## src/rtl/mem_access_ctrl_if.sv

```systemverilog
// Processor request/response and memory-side bus bundle for mem_access_ctrl.
interface mem_access_if;
   logic        req_valid;
   logic        req_ready;
   logic [1:0]  req_op;
   logic [31:0] req_addr;
   logic [31:0] req_wdata;
   logic        resp_valid;
   logic [31:0] resp_data;
   logic        resp_reg_we;
   logic        resp_err;
   logic        mem_req;
   logic        mem_we;
   logic [31:0] mem_addr;
   logic [31:0] mem_wdata;
   logic        mem_ack;
   logic [31:0] mem_rdata;

   // Controller view
   modport slave (
      input  req_valid, req_op, req_addr, req_wdata, mem_ack, mem_rdata,
      output req_ready, resp_valid, resp_data, resp_reg_we, resp_err,
             mem_req, mem_we, mem_addr, mem_wdata
   );

   // Processor + memory view
   modport master (
      output req_valid, req_op, req_addr, req_wdata, mem_ack, mem_rdata,
      input  req_ready, resp_valid, resp_data, resp_reg_we, resp_err,
             mem_req, mem_we, mem_addr, mem_wdata
   );
endinterface

```

## src/rtl/mem_access_ctrl.sv

```systemverilog
// Load/store controller: lw/lb/sw/sb against a word-wide memory with
// big-endian byte lanes, read-modify-write for sb, and a per-phase timeout.
module mem_access_ctrl #(
   parameter int unsigned TIMEOUT_CYCLES = 16
) (
   input  logic         clk,
   input  logic         rst,
   mem_access_if.slave  bus
);
   localparam int unsigned CNT_W = $clog2(TIMEOUT_CYCLES + 1);
   localparam logic [1:0]  OP_LW = 2'b00;
   localparam logic [1:0]  OP_LB = 2'b01;
   localparam logic [1:0]  OP_SW = 2'b10;
   localparam logic [1:0]  OP_SB = 2'b11;

   typedef enum logic [1:0] {IDLE, RD, WR, RESP} state_t;

   state_t             r_state;
   state_t             w_next;
   logic [1:0]         r_op;
   logic [31:0]        r_addr;
   logic [31:0]        r_wdata;
   logic [31:0]        r_rdata;
   logic               r_err;
   logic [CNT_W-1:0]   r_cnt;

   logic               w_accept;
   logic               w_misalign;
   logic               w_in_phase;
   logic               w_phase_entry;
   logic               w_set_err;
   logic               w_timeout;
   logic [CNT_W-1:0]   w_cnt_inc;
   logic [7:0]         w_sel_byte;
   logic [31:0]        w_merged;

   assign w_accept      = bus.req_valid && (r_state == IDLE);
   // Only word ops care about alignment; byte ops are always aligned
   assign w_misalign    = !bus.req_op[0] && (bus.req_addr[1:0] != 2'b00);
   assign w_in_phase    = (r_state == RD) || (r_state == WR);
   assign w_cnt_inc     = r_cnt + CNT_W'(1);
   assign w_timeout     = (w_cnt_inc == CNT_W'(TIMEOUT_CYCLES));
   assign w_phase_entry = (w_next != r_state) && ((w_next == RD) || (w_next == WR));

   // Next-state decode; a same-cycle ack beats the timeout
   always_comb begin
      w_next    = r_state;
      w_set_err = 1'b0;
      case (r_state)
         IDLE: begin
            if (w_accept) begin
               if (w_misalign) begin
                  w_next    = RESP;
                  w_set_err = 1'b1;
               end else if (bus.req_op == OP_SW) begin
                  w_next = WR;
               end else begin
                  w_next = RD;
               end
            end
         end
         RD: begin
            if (bus.mem_ack) begin
               w_next = (r_op == OP_SB) ? WR : RESP;
            end else if (w_timeout) begin
               w_next    = RESP;
               w_set_err = 1'b1;
            end
         end
         WR: begin
            if (bus.mem_ack) begin
               w_next = RESP;
            end else if (w_timeout) begin
               w_next    = RESP;
               w_set_err = 1'b1;
            end
         end
         RESP:    w_next = IDLE;
         default: w_next = IDLE;
      endcase
   end

   // State register
   always_ff @(posedge clk or posedge rst) begin
      if (rst) r_state <= IDLE;
      else     r_state <= w_next;
   end

   // Wait counter: cleared on phase entry, counts unacknowledged phase cycles
   always_ff @(posedge clk or posedge rst) begin
      if (rst)                               r_cnt <= '0;
      else if (w_phase_entry)                r_cnt <= '0;
      else if (w_in_phase && !bus.mem_ack)   r_cnt <= w_cnt_inc;
   end

   // Request fields, read word and error flag
   always_ff @(posedge clk or posedge rst) begin
      if (rst) begin
         r_op    <= 2'b00;
         r_addr  <= 32'h0;
         r_wdata <= 32'h0;
         r_rdata <= 32'h0;
         r_err   <= 1'b0;
      end else if (w_accept) begin
         r_op    <= bus.req_op;
         r_addr  <= bus.req_addr;
         r_wdata <= bus.req_wdata;
         r_rdata <= 32'h0;
         r_err   <= w_set_err;
      end else begin
         if ((r_state == RD) && bus.mem_ack) r_rdata <= bus.mem_rdata;
         if (w_set_err)                      r_err   <= 1'b1;
      end
   end

   // Big-endian lane select for lb and lane merge for sb
   always_comb begin
      w_sel_byte = 8'h00;
      w_merged   = r_rdata;
      case (r_addr[1:0])
         2'b00: begin w_sel_byte = r_rdata[31:24]; w_merged[31:24] = r_wdata[7:0]; end
         2'b01: begin w_sel_byte = r_rdata[23:16]; w_merged[23:16] = r_wdata[7:0]; end
         2'b10: begin w_sel_byte = r_rdata[15:8];  w_merged[15:8]  = r_wdata[7:0]; end
         default: begin w_sel_byte = r_rdata[7:0]; w_merged[7:0]   = r_wdata[7:0]; end
      endcase
   end

   // Outputs decoded from registered state and fields; ready is also held low by rst
   assign bus.req_ready   = (r_state == IDLE) && !rst;
   assign bus.mem_req     = w_in_phase;
   assign bus.mem_we      = (r_state == WR);
   assign bus.mem_addr    = w_in_phase ? {r_addr[31:2], 2'b00} : 32'h0;
   assign bus.mem_wdata   = (r_state != WR) ? 32'h0 :
                            (r_op == OP_SW) ? r_wdata : w_merged;
   assign bus.resp_valid  = (r_state == RESP);
   assign bus.resp_err    = (r_state == RESP) && r_err;
   assign bus.resp_reg_we = (r_state == RESP) && !r_err && !r_op[1];
   assign bus.resp_data   = ((r_state != RESP) || r_err) ? 32'h0 :
                            (r_op == OP_LW) ? r_rdata :
                            (r_op == OP_LB) ? {r_wdata[31:8], w_sel_byte} : 32'h0;
endmodule

```

## src/flat_wrapper.sv

```systemverilog
// flat-port wrapper written by rule: the top's interface ports become plain ports
module mem_access_ctrl_flat 
#(
   parameter int unsigned TIMEOUT_CYCLES = 16
)
  (clk, rst, bus_req_valid, bus_req_op, bus_req_addr, bus_req_wdata, bus_mem_ack, bus_mem_rdata, bus_req_ready, bus_resp_valid, bus_resp_data, bus_resp_reg_we, bus_resp_err, bus_mem_req, bus_mem_we, bus_mem_addr, bus_mem_wdata);
  mem_access_if bus_i ();
  input  logic clk;
  input  logic rst;
  input wire logic [$bits(bus_i.req_valid)-1:0] bus_req_valid;
  input wire logic [$bits(bus_i.req_op)-1:0] bus_req_op;
  input wire logic [$bits(bus_i.req_addr)-1:0] bus_req_addr;
  input wire logic [$bits(bus_i.req_wdata)-1:0] bus_req_wdata;
  input wire logic [$bits(bus_i.mem_ack)-1:0] bus_mem_ack;
  input wire logic [$bits(bus_i.mem_rdata)-1:0] bus_mem_rdata;
  output wire logic [$bits(bus_i.req_ready)-1:0] bus_req_ready;
  output wire logic [$bits(bus_i.resp_valid)-1:0] bus_resp_valid;
  output wire logic [$bits(bus_i.resp_data)-1:0] bus_resp_data;
  output wire logic [$bits(bus_i.resp_reg_we)-1:0] bus_resp_reg_we;
  output wire logic [$bits(bus_i.resp_err)-1:0] bus_resp_err;
  output wire logic [$bits(bus_i.mem_req)-1:0] bus_mem_req;
  output wire logic [$bits(bus_i.mem_we)-1:0] bus_mem_we;
  output wire logic [$bits(bus_i.mem_addr)-1:0] bus_mem_addr;
  output wire logic [$bits(bus_i.mem_wdata)-1:0] bus_mem_wdata;
  assign bus_i.req_valid = bus_req_valid;
  assign bus_i.req_op = bus_req_op;
  assign bus_i.req_addr = bus_req_addr;
  assign bus_i.req_wdata = bus_req_wdata;
  assign bus_i.mem_ack = bus_mem_ack;
  assign bus_i.mem_rdata = bus_mem_rdata;
  assign bus_req_ready = bus_i.req_ready;
  assign bus_resp_valid = bus_i.resp_valid;
  assign bus_resp_data = bus_i.resp_data;
  assign bus_resp_reg_we = bus_i.resp_reg_we;
  assign bus_resp_err = bus_i.resp_err;
  assign bus_mem_req = bus_i.mem_req;
  assign bus_mem_we = bus_i.mem_we;
  assign bus_mem_addr = bus_i.mem_addr;
  assign bus_mem_wdata = bus_i.mem_wdata;
  mem_access_ctrl #(.TIMEOUT_CYCLES(TIMEOUT_CYCLES)) u_core (.clk(clk), .rst(rst), .bus(bus_i));
endmodule
```

## config.mk

```make
export PLATFORM = sky130hd
export DESIGN_NAME = mem_access_ctrl_flat
export DESIGN_NICKNAME = d
export VERILOG_FILES = /design/src/rtl/mem_access_ctrl_if.sv /design/src/rtl/mem_access_ctrl.sv /design/src/flat_wrapper.sv
export SDC_FILE = /design/constraint.sdc
export NUM_CORES = 1
export LEC_CHECK = 0
export ABC_CLOCK_PERIOD_IN_PS = 3750
export CAP_MARGIN = 20
export CORE_MARGIN = 3
export CORE_UTILIZATION = 41
export DETAILED_ROUTE_END_ITERATION = 10
export PLACE_DENSITY_LB_ADDON = 0.15
export SKIP_CTS_REPAIR_TIMING = 1
export SYNTH_ARGS = -nofsm -noshare
export SYNTH_HDL_FRONTEND = slang
export SYNTH_SLANG_ARGS = --single-unit
```

## constraint.sdc

```tcl
create_clock -name clk -period 3.75 [get_ports clk]
set_input_delay 0.9375 -clock clk [delete_from_list [all_inputs] [get_ports clk]]
set_output_delay 0.9375 -clock clk [all_outputs]
set_load 0.005 [all_outputs]
```

Word-level counts from Yosys, hierarchy flattened --
Index checks and enable logic that the tools add are counted.
Operators by class: add/sub/neg operators 1, multiplexer cells 30, equal/unequal tests 15, reductions and logical operators 26
Operators by type and width (count):
- $mux W32 | 8
- $mux W8 | 4
- $pmux W8 S3 | 1
- $eq A2 B2 Y1 const B | 7
- $mux W2 | 6
- $mux W5 | 2
- $logic_and A1 B1 Y1 | 9
- $eq A2 B1 Y1 const B | 4
- $pmux W2 S4 | 1
- $reduce_bool A2 Y1 | 4
- $mux W1 | 7
- $logic_not A2 Y1 | 3
- $add A5 B1 Y5 const B | 1
- $eq A5 B5 Y1 const B | 1
- $logic_not A1 Y1 | 5
- $ne A2 B2 Y1 const B | 2
- $logic_or A1 B1 Y1 | 3
- $reduce_or A3 Y1 | 1
- $ne A2 B2 Y1 | 1
- $pmux W1 S2 | 1
- $reduce_or A2 Y1 | 1
Word-level totals: output and inout port bits 102, word-level logic and storage cells 79, flip-flop bits (word level) 106, input bits 102

Depth between registers and ports, before layout --
depth after elaboration 9, depth in mapped cells 7, mapped depth without buffers 7

Worst setup path before layout --
OpenSTA, ideal clock, no wires.
kind register to output, from register u_core.r_state[0], to output bus_mem_wdata[27], required time 2.812 ns, buffers on the path 1, slack 1.473 ns, stages on the path, launching flop included 6, arrival 1.339 ns, path through dfrtp_1 inv_1 ha_1 clkinv_1 clkbuf_1 a311oi_1
Between the ends: cells in the longest elaborated chain, start to end 2
RTL lines:
- start: declaration | RTL line mem_access_ctrl.sv:18 | state_t r_state;
- start signal: assignment | RTL line mem_access_ctrl.sv:86 | else r_state <= w_next;
- $ne A2 B2 Y1 | RTL line mem_access_ctrl.sv:133 | assign bus.mem_wdata = (r_state != WR) ? 32'h0 :
- $mux W32 | RTL line mem_access_ctrl.sv:133
- end: declaration | RTL line flat_wrapper.sv:24 | output wire logic [$bits(bus_i.mem_wdata)-1:0] bus_mem_wdata;
Every way passes these cells.

Worst setup path in the final report --
from register u_core.r_state[0], to output bus_mem_addr[27]
Between the ends: cells in the longest elaborated chain, start to end 3, elaborated cells on any way between the ends 4, those cells by class 2 x eq/ne; 1 x mux; 1 x reduce/logical
RTL lines:
- $eq A2 B1 Y1 or $eq A2 B2 Y1 (tied branches) | RTL line mem_access_ctrl.sv:40 | assign w_in_phase = (r_state == RD) || (r_state == WR);
- $logic_or A1 B1 Y1 (*) | RTL line mem_access_ctrl.sv:40
- $mux W32 (*) | RTL line mem_access_ctrl.sv:132 | assign bus.mem_addr = w_in_phase ? {r_addr[31:2], 2'b00} : 32'h0;
- end: declaration | RTL line flat_wrapper.sv:23 | output wire logic [$bits(bus_i.mem_addr)-1:0] bus_mem_addr;
Every way passes the cells marked *; elsewhere a longest branch is shown, timed or not.

==> summary by stage <==
Worst setup path
The worst reg2reg path startpoint is u_core.r_state[0]. The worst register-to-register path has a setup slack of 1100 ps. STA classifies the critical path endpoint as an output pin. The worst register-to-register path ends at u_core.r_cnt[4]. The number of cells on the worst reg-to-reg path is 6. The maximum fanout along the worst path is 32. The worst setup path is launched from a register. For the worst setup path, the data required time is 2810 ps. For the worst setup path, the data arrival time is ~2600 ps. The critical setup path kind is register to output pin.

Route
Wires add up to 18,100 um. The length of routed met3 wiring is 1866 um. For this block, the via count after detailed routing is approximately 5,000. The number of vias per cell after detailed routing is 5.439.

The remaining design rule violation count is 0. For this block, wires on met1 add up to 7250 um. Once detail routing completed, the nets flagged for antenna violations numbered 0.

The first detailed-routing pass took 5 iterations. The per-cell routed wire length is approximately 20 um. The count of routing violations after the opening detailed-route iteration is 350. The met2 wirelength from detailed routing is 8583 um. Routed signal wires occupy layers up through met4.

Global route
The initial antenna violation count is 0. The global-route usage over all layers is 24.17%. Entering global routing, the biggest net connects 56 pins. The first global-routing pass estimated around 28,000 um of wire. The number of global-route vias before repair was 5,106. Global routing finished with a remaining overflow of 0.

Synthesis
The library cell with the largest summed area after synthesis is dfrtp_1. In this run, synthesis inferred 0 flip-flops with an integrated enable. The Yosys warning count is 0. After synthesis, the cell types taking the most area are dfrtp_1 47%, mux2_2 14%, mux2i_1 6.2%. The number of distinct standard cells referenced by the synthesized netlist is 42. The dominant register cell in the synthesized netlist is dfrtp_1. Averaged over all synthesized cells, the footprint is 10.47 um^2. Sorting the synthesized cells by how often they occur yields 106 x dfrtp_1, 73 x mux2_2, 54 x nor2_1, 48 x nand2_1, 35 x mux2i_1. Summing the sequential cell areas from Yosys gives between 40% and 50% of the chip area. In the post-synthesis netlist, the cell with the most instances is dfrtp_1. For this run, asynchronously set or reset flops after synthesis account for 100.0%.

The number of flip-flops and latches in the synthesized netlist is 106. The share of the synthesized area in the top cell type is 46.67%. The count of mapped cells out of synthesis is 543. The mapped netlist covers 5684 um^2.

STA
The worst path uses a little over nine tenths of the clock period. Setup repair after global routing left no endpoint under its margin. Based on the critical path, the design can be clocked at up to 0.2829 GHz. The final worst hold slack is 499.0 ps. At the pin with the least slew margin, the transition time is 823.5 ps. The final critical delay including setup and external delays is 3535 ps. The final count of pins violating max slew is 0. The final-layout setup total negative slack is 0 ps. The final-report setup violation count is 0. Headroom to the max-slew limit came out at 45.10%. The hold violation count in the final report is 0. Between clock sinks in the finished design, the worst skew comes to 6.315 ps.

Die
The total core area is 13,400 um^2. The initial core utilization is 42.42%. The die height is 123.7 um. The I/O pin count is 204. The horizontal die dimension is 123.7 um. The floorplan has 42 rows.

The area of the die is 15,310 um^2.

Clocking
CTS saw 106 sinks. CTS built an H-tree with a depth of 3. The CTS root buffer is clkbuf_16. After clock tree synthesis, the clock-pin slew on the worst setup and hold paths is 70 ps. In this run, CTS created clock tree buffers numbering 9. The CTS tree is done. The maximum number of buffers from clock root to sink is 2. The clock latency on the worst-skew pair is 360 ps.

Cells and area
The number of filler cells placed in the layout is 1,175. The area of the multi-input gates is 2845 um^2. The sequential cells in the finished layout cover a total of 2656 um^2.

The share of post-route cells with drive strength above 1 is 15.46%. The final layout contains 833 nets. The count of cells in the finished layout, fillers not included, comes to between 900 and 1,000. The area growth from synthesis to layout is 43.03%. The number of antenna diodes in the final layout is 0.

Placement
The placer's final routability congestion estimate is 0.8930. Counting tap cells, the placed design contains a total of 891 instances. Summed over all nets, the half-perimeter wirelength after detailed placement is 13,470 um. The total of buffers placed on input and output ports is 201.

Power
The worst supply voltage drop on vdd is 0.4310 mV. The leakage power total is between 3 and 4 nW. The total power density per cell area is 771.0 nW/um^2.

Status
The flow ran to the end, and the final reports show no timing, DRC or antenna violations.

Run
Max-cap violations in this run came to 0.

Hold path
The sink of the worst hold path is u_core.r_addr[30]. The startpoint of the most critical hold path is u_core.r_addr[30]. The instance count along the most critical hold path is 1. The worst min-delay path class is register to register.
[placed cells by master, fill, tap and decap left out, types with 2 or more instances in the layout]
cell	synthesis	routed
mux2i_1	35	35
a211oi_1	13	13
nor2_1	54	54
dfrtp_2	0	3
dfrtp_1	106	103
clkinv_2	0	2
a22o_1	32	32
clkinvlp_4	0	3
ha_1	5	5
conb_1	1	2
nand4_1	2	2
clkdlybuf4s50_1	0	201
nor2b_1	6	6
inv_1	6	5
o21ai_0	20	20
mux2_2	73	73
and2_1	33	33
nand2_1	48	47
a311oi_1	16	16
xor2_1	2	2
a21oi_1	21	21
buf_4	2	12
clkbuf_16	0	9
o22ai_1	7	7
[report_power, final]
group	switching, mW	internal, mW
sequential	0.540	1.63
clock	0.450	0.455
combinational	1.44	1.75
total	2.43	3.84
[worst max path at each step]
stage                   endpoint              start  depth (start not counted)  slack, ps
6_report        bus_mem_addr[27]  u_core.r_state[0]                          4        220
5_1_grt         bus_mem_addr[24]  u_core.r_state[0]                          4         50
3_5_place_dp   bus_mem_wdata[13]   u_core.r_addr[0]                          4        550
4_1_cts        bus_mem_wdata[13]   u_core.r_addr[0]                          4        150
2_1_floorplan   u_core.r_addr[0]                rst                          1         20
3_3_place_gp    bus_mem_wdata[8]   u_core.r_addr[0]                          4        610
[logic make-up (layout without fill, tap and decap cells)]
logic type | after synthesis | in the layout | synth area share, %
multiplexers | 108 | 108 | 20.63
flip-flops | 106 | 106 | 46.67
AO/OA/AOI/OAI | 121 | 121 | 15.39
XOR/XNOR | 3 | 3 | 0.4623
AND/OR/NAND/NOR | 150 | 150 | 12.08
other | 1 | 2 | 0.06597
adder cells (fa/ha/maj) | 5 | 5 | 1.101
buffers and inverters | 49 | 236 | 3.610
[stage by stage]
stage               power [mW]  cell area (um^2)  worst slack [ps]  util [%]
floorplan                3.922              5688             23.61         -
global placement         5.293              7850             609.1     58.58
detailed placement       5.369              7850             552.5     58.58
CTS                      6.306              8128             145.8     60.65
global route             6.711              8130             50.93     60.67
finish                   6.269              8130             215.3     60.67
[metal layers]
metal | GRT usage [%] | up-vias
met2 | 39.07 | 220
met4 | 7.197 | 0
met1 | 30.16 | 2377
met5 | 0 | -
met3 | 9.128 | 31
li1 | - | 2305
[area by class of cell]
class,count,area share [%]
Timing Repair Buffer,213,25.85
Clock buffer,9,2.770
Tap cell,176,2.709
Clock inverter,7,0.6464
Sequential cell,106,32.67
Multi-Input combinational cell,389,35.00
Inverter,7,0.3540
[sequential cells by signal, summed over array words and instances, names as in the netlist]
name            cells
u_core.r_addr      32
u_core.r_rdata     32
u_core.r_wdata     32
u_core.r_cnt        5
u_core.r_op         2
u_core.r_state      2
u_core.r_err        1
[worst max-delay path: stages, from the launching register on]
cell and delay [ps]:
dfrtp_1 510, inv_1 120, ha_1 840, and2_1 250, clkdlybuf4s50_1 510
Note: power is estimated with default switching activity, not from simulation.
